File: config.mk
export PLATFORM = sky130hd
export DESIGN_NAME = mtr_pwm_decode
export DESIGN_NICKNAME = d
export VERILOG_FILES = /design/src/rtl/mtr_pwm_decode.sv
export SDC_FILE = /design/constraint.sdc
export NUM_CORES = 1
export LEC_CHECK = 0
export ABC_AREA = 1
export CAP_MARGIN = 20
export CORE_ASPECT_RATIO = 0.7
export CORE_MARGIN = 3
export CORE_UTILIZATION = 45
export DETAILED_ROUTE_END_ITERATION = 10
export GPL_TIMING_DRIVEN = 0
export PLACE_DENSITY = 0.6
export SLEW_MARGIN = 20
export SYNTH_ARGS = -nofsm -noshare
export SYNTH_HDL_FRONTEND = slang
export SYNTH_SLANG_ARGS = --single-unit
export TNS_END_PERCENT = 5
File: constraint.sdc
create_clock -name clk -period 3.3 [get_ports clk]
set_clock_uncertainty 0.15 [all_clocks]
set_input_delay 0.825 -clock clk [delete_from_list [all_inputs] [get_ports clk]]
set_output_delay 0.825 -clock clk [all_outputs]
set_load 0.02 [all_outputs]
File: src/rtl/mtr_pwm_decode.sv
// rtl/mtr_pwm_decode.sv - rebuilds signed duty from a PWM/DIR pair, flags stuck or mistimed PWM
// Optional period compare enabled by defining MTR_PWM_PERIOD_CHK_EN.
module mtr_pwm_decode #(
    parameter int PERIOD  = 2048,
    parameter int TIMEOUT = 4096
) (
    input  logic        clk,
    input  logic        rst_n,
    input  logic        PWM,
    input  logic        DIR,
    output logic [11:0] duty,
    output logic        duty_vld,
    output logic        stuck,
    output logic        period_err
);

    localparam logic [1:0] ST_WAIT  = 2'd0;
    localparam logic [1:0] ST_MEAS  = 2'd1;
    localparam logic [1:0] ST_STUCK = 2'd2;

    localparam logic [12:0] TIMEOUT_C = 13'(TIMEOUT);

    generate
        if (TIMEOUT <= PERIOD) begin : g_bad_cfg
            $error("mtr_pwm_decode: TIMEOUT must exceed PERIOD");
        end
    endgenerate

    logic        pwm_s1, pwm_s, pwm_prev;
    logic        dir_s1, dir_s;
    logic        dir_cap;
    logic [12:0] per_cnt;
    logic [11:0] hi_cnt;
    logic [1:0]  state;

    logic        rise;
    logic        timeout_hit;
    logic        meas_done;
    logic        enter_stuck;
    logic [11:0] level_duty;
    logic [11:0] meas_duty;

    always_ff @(posedge clk or negedge rst_n) begin
        if (!rst_n) begin
            pwm_s1   <= 1'b0;
            pwm_s    <= 1'b0;
            pwm_prev <= 1'b0;
            dir_s1   <= 1'b0;
            dir_s    <= 1'b0;
        end else begin
            pwm_s1   <= PWM;
            pwm_s    <= pwm_s1;
            pwm_prev <= pwm_s;
            dir_s1   <= DIR;
            dir_s    <= dir_s1;
        end
    end

    assign rise        = pwm_s & ~pwm_prev;
    assign timeout_hit = (per_cnt == TIMEOUT_C);
    assign meas_done   = (state == ST_MEAS) && rise;
    assign enter_stuck = ((state == ST_WAIT) || (state == ST_MEAS)) && !rise && timeout_hit;

    // A held-high output reports full-scale duty in the held direction.
    assign level_duty = pwm_s ? (dir_s ? 12'h801 : 12'h7FF) : 12'h000;
    assign meas_duty  = dir_cap ? (12'h000 - hi_cnt) : hi_cnt;

    always_ff @(posedge clk or negedge rst_n) begin
        if (!rst_n) begin
            per_cnt <= 13'd0;
            hi_cnt  <= 12'd0;
            dir_cap <= 1'b0;
        end else if (rise) begin
            per_cnt <= 13'd1;
            hi_cnt  <= 12'd1;
            dir_cap <= dir_s;
        end else begin
            if (per_cnt != 13'h1FFF) begin
                per_cnt <= per_cnt + 13'd1;
            end
            if (pwm_s && (hi_cnt != 12'h7FF)) begin
                hi_cnt <= hi_cnt + 12'd1;
            end
        end
    end

    always_ff @(posedge clk or negedge rst_n) begin
        if (!rst_n) begin
            state    <= ST_WAIT;
            duty     <= 12'h000;
            duty_vld <= 1'b0;
            stuck    <= 1'b0;
        end else begin
            duty_vld <= 1'b0;
            case (state)
                ST_WAIT: begin
                    if (rise) begin
                        state <= ST_MEAS;
                    end else if (timeout_hit) begin
                        state    <= ST_STUCK;
                        stuck    <= 1'b1;
                        duty     <= level_duty;
                        duty_vld <= 1'b1;
                    end
                end
                ST_MEAS: begin
                    if (rise) begin
                        duty     <= meas_duty;
                        duty_vld <= 1'b1;
                    end else if (timeout_hit) begin
                        state    <= ST_STUCK;
                        stuck    <= 1'b1;
                        duty     <= level_duty;
                        duty_vld <= 1'b1;
                    end
                end
                ST_STUCK: begin
                    // A rise restarts measurement; the period it opens is partial.
                    if (rise) begin
                        state <= ST_WAIT;
                        stuck <= 1'b0;
                    end else if (pwm_s != pwm_prev) begin
                        duty     <= level_duty;
                        duty_vld <= 1'b1;
                    end
                end
                default: begin
                    state <= ST_WAIT;
                    stuck <= 1'b0;
                end
            endcase
        end
    end

`ifdef MTR_PWM_PERIOD_CHK_EN
    localparam logic [12:0] PERIOD_C = 13'(PERIOD);

    logic period_err_r;

    always_ff @(posedge clk or negedge rst_n) begin
        if (!rst_n) begin
            period_err_r <= 1'b0;
        end else if (enter_stuck) begin
            period_err_r <= 1'b1;
        end else if (meas_done) begin
            period_err_r <= (per_cnt != PERIOD_C);
        end
    end

    assign period_err = period_err_r;
`else
    logic unused_chk;
    assign unused_chk = meas_done ^ enter_stuck;
    assign period_err = 1'b0;
`endif

endmodule

**Yosys cells after proc, flatten, opt, wreduce, memory -nomap -nowiden**

Cells that the tools add are included.

- Flip-flop bits (word level): 47

- Eq/ne operators: 13
- Reductions and logical operators: 9
- Bitwise gates (word level): 2
- $add $sub $neg: 3
- Mux-type cells: 28

Operators with widths:

| operator | count |
|---|---|
| 12-bit 2-to-1 mux | 10 |
| 12-bit one-hot mux with 3 select lines | 1 |
| 13-bit 2-to-1 mux | 2 |
| 13-bit by 1-bit adder with 13-bit output, second input constant | 1 |
| 13-bit equality test, second input constant | 1 |
| 13-bit != test, second input constant | 1 |
| 12-bit by 1-bit adder with 12-bit output, second input constant | 1 |
| 12-bit by 11-bit != test with 1-bit output, second input constant | 1 |
| 2-bit != test, second input constant | 6 |
| 1-bit by 12-bit subtractor with 12-bit output, first input constant | 1 |
| 1-bit 2-to-1 mux | 8 |
| 2-bit 2-to-1 mux | 4 |
| 2-bit one-hot mux with 3 select lines | 1 |
| 4-bit AND reduction | 1 |
| 2-bit nonzero test | 2 |
| 1-bit one-hot mux with 3 select lines | 1 |
| 3-bit AND reduction | 1 |
| 3-bit nonzero test | 1 |
| 2-bit by 1-bit equality test with 1-bit output, second input constant | 1 |
| 2-bit equality test, second input constant | 1 |
| 2-bit zero test | 1 |
| 2-bit by 1-bit != test with 1-bit output, second input constant | 1 |
| 1-bit one-hot mux with 2 select lines | 1 |
| 2-bit AND reduction | 1 |
| other kinds (5) | 5 |

**Depth between registers and ports, before layout**

- Word-level depth: 5
- Mapped depth: 12

**Least setup slack after synthesis**

No wires, ideal clock.

- Path kind: reg2reg
- Start point: register pwm_s
- End point: register duty[4]
- Stages on the path, launching flop included: 10
- Required time: 3,030 ps
- Period minus slack after synthesis: 1,753 ps
- Setup time: 120 ps
- Arrival: 1,483 ps
- Setup slack: 1,547 ps
- Cells stage by stage: dfrtp_1 -> ha_1 -> buf_4 -> o21ai_0 -> nand3b_1 -> inv_1 -> buf_4 -> nand2_1 -> nand2_1 -> a21oi_1

- Elaborated cells on any way between the ends: 13
- Classes of those cells: 4 x eq/ne; 7 x mux; 1 x bitwise; 1 x reduce/logical

RTL lines:

| element | line | text |
|---|---|---|
| start: declaration | 29 | `logic pwm_s1, pwm_s, pwm_prev;` |
| start signal: assignment | 52 | `pwm_s <= pwm_s1;` |
| 1-bit bitwise AND * | 59 | `assign rise = pwm_s & ~pwm_prev;` |
| named net rise | 36 | `logic rise;` |
| 12-bit 2-to-1 mux / 2-bit != test (equally long branches) | -- |  |
| 12-bit one-hot mux with 3 select lines / 4-bit AND reduction (equally long branches) | -- |  |
| end signal: assignment | 102 | `duty <= level_duty;` |
| end signal: assignment | 108 | `duty <= meas_duty;` |
| end signal: assignment | 113 | `duty <= level_duty;` |
| end: declaration | 11 | `output logic [11:0] duty,` |

Mark *: on every way through the listed nets, which the timed path passes. The rest lies on a longest branch. The select of a mux whose other input is x is not followed.
A chain may end at the register's enable or synchronous reset.

**Worst setup path after layout**

- Start point: register duty[11]
- End point: output duty[11]

No word-level cell between the ends.

==> key figures <==
Outcome
  • Status: completed

Synthesis
  • Cell variety after synth: 34
  • Seq cells post-synth: 47
  • Top-area cell type share of the netlist area: 38.3%
  • Mapped cell area: 0.00307 sq mm
  • Post-synth EDFFs: 0
  • Mapped Cells: 436
  • Synth area leaders: dfrtp_1, nand2_1, nand3_1
  • Synth cell count leaders: nand2_1, inv_1, nor2_1
  • Top-count cell post-synth: nand2_1
  • Sequential element share of the synthesized area: 38.3%
  • Ys async rst share: 100%
  • Post-synth top area cell: dfrtp_1
  • Net Count, Synth: 450
  • Top FF cell, synth: dfrtp_1
  • Avg Cell Area, Syn: 7.05 sq um
  • Syn. warnings: 0

Power
  • Design Power: 2010 uW
  • Static leakage: 0.00171 uW
  • PwrDens: 585 mW/mm^2
  • VDD IR max: 0.000227 V

Placement
  • Pre-CTS WS: 1130 ps
  • Final GP Congestion: 0.846
  • DP Cell Count: 544
  • PortBufs: 17
  • Detailed-placement wirelength estimate: 5660 um

Drt
  • Vias per cell: 5.22
  • DRT antenna net count: 0
  • Drt total wl: 7580 um
  • DR iter-0 viols: 164
  • DR pass1 iterations: 4
  • DR DRC count: 0
  • Vias: 2,883
  • DR WL/cell: 13.7 um

CTS
  • H-tree levels: 2
  • CTS tree: yes
  • Postcts setup bufs: 0
  • Clk slew on worst S/H paths: 90 ps
  • Total CTS buffers: 5
  • Clock Sinks: 47
  • Post-cts resize count: 0
  • Clock Latency Late Sink: 310 ps
  • Max Buffers Root-to-Sink: 2
  • CTS root buf: clkbuf_8
  • Hold_buf cts: 0

GRT
  • Antenna violations before repair: 0
  • Gr usage total: 20.8%
  • Vias in the first global route: 2,649
  • First-pass GRT wire length: 13,000 um
  • Largest net degree at the start of global routing: 48
  • Global route total overflow: 0

Layout
  • Area Overhead vs Synth: 11.9%
  • Final core occ: 53.5%
  • Final Non-Filler Cells: 552
  • Post-layout nets: 474
  • Share of layout cells above drive strength 1: 8.46%
  • Antenna cells: 0

Floorplan
  • Die Height: 75.1 um
  • # IOs: 19
  • CORE AREA: 0.00643 sq mm
  • Initial Util: 47.8%
  • Die width: 105 um
  • Cell row count: 24
  • Die ar.: 0.00787 sq mm

Critical path
  • Crit path launch type: flip-flop
  • Critical path class: flip-flop to output pin
  • Peak per-stage delay on the critical path: 620 ps
  • Crit path max fanout: 3
  • CP max stage cell: clkdlybuf4s50_1
  • Arr. time, crit path: 1340 ps
  • WP data required: 2320 ps
  • CP endpoint kind: output pin
  • Cell chain of the critical path: clkdlybuf4s50_1
  • Worst Path Buf+Inv: 1
  • Cell family with most CP delay: buffers and inverters

STA
  • Relative slew slack: 59.8%
  • Final Critical Period: 2310 ps
  • RSZ-0062 raised after global routing: no
  • Fmax: 433 MHz
  • Final setup fails: 0
  • Tightest Pin Transition: 603 ps
  • Pins Over Slew Limit: 0
  • Period utilization: 70.0%
  • Fin Hold WS: 210 ps
  • Final hold vios: 0
  • Fin worst setup slack: 989 ps

Job
  • Max Cap Viol: 0

Hold path
  • Hold Path Class: flip-flop to flip-flop
[final timing paths]
kind	startpoint	end	slack, ps	depth (start not counted)
setup / recovery	duty[11]$_DFFE_PN0P_	duty[11]	990	1
hold / removal	pwm_s1$_DFF_PN0_	pwm_s$_DFF_PN0_	210	0
setup reg to reg	pwm_s$_DFF_PN0_	hi_cnt[5]$_DFFE_PN0P_	1140	7
hold reg to reg	pwm_s1$_DFF_PN0_	pwm_s$_DFF_PN0_	210	0
max in group asynchronous	rst_n	per_cnt[1]$_DFFE_PN0P_	2230	1
min in group asynchronous	rst_n	hi_cnt[8]$_DFFE_PN0P_	370	1
[final cells by class]
type | instances | area (sq um)
timing repair buffer | 17 | 168
buffer | 10 | 61.3
multi-input combinational | 323 | 1620
sequential | 47 | 1180
clock buffer | 6 | 72.6
clock inverter | 2 | 12.5
fill | 655 | 2990
inverter | 56 | 210
tap | 91 | 114
[through the flow]
stage / setup TNS (ps) / instance area (sq um)
floorplan: 0 / 3070
global placement: -9840 / 3360
detailed placement: 0 / 3350
CTS: 0 / 3440
global route: 0 / 3440
finish: 0 / 3440
[power by group]
part / internal [uW] / total, uW / switching (uW)
logic: 336 / 861 / 524
clock network: 149 / 360 / 211
registers: 689 / 792 / 102
[placed cells by master (no fill, tap or decap), types with 5 or more instances in the layout]
cell type        synthesis  layout
nand2_1                109     109
nand4_1                  6       6
inv_1                   49      49
a21oi_1                 24      24
dfrtp_1                 47      47
ha_1                    10      10
inv_2                    7       7
clkbuf_8                 0       5
o21ai_0                 30      30
o21ai_1                  8       8
nor2_1                  49      49
nor3_1                   8       8
nand3_1                 46      46
clkdlybuf4s50_1          0      16
[layer usage]
layer,vias to the layer above,track usage (%),share of wire [%]
li1,1463,-,-
met5,-,0,0
met3,8,3.08,4.3
met2,69,32.3,42
met1,1343,30.5,53
met4,0,5.82,1.1
[registers in the layout, summed over array words and instances, names as in the netlist]
register and cells:
pwm_prev 1, dir_s1 1, dir_s 1, stuck 1, duty 12, hi_cnt 12, state 2, dir_cap 1
duty_vld 1, per_cnt 13, pwm_s 1, pwm_s1 1
[kinds of logic (layout without fill, tap and decap cells)]
family | Yosys count | in the layout | synth area share (%)
buf+inv | 66 | 91 | 8.84
simple gates | 239 | 239 | 35.8
compound gates | 70 | 70 | 12.1
flops | 47 | 47 | 38.3
fa+ha+maj | 10 | 10 | 4.07
xor+xnor | 3 | 3 | 0.856
other cells | 1 | 1 | 0.122
No activity file was read; power rests on OpenSTA's default activity.
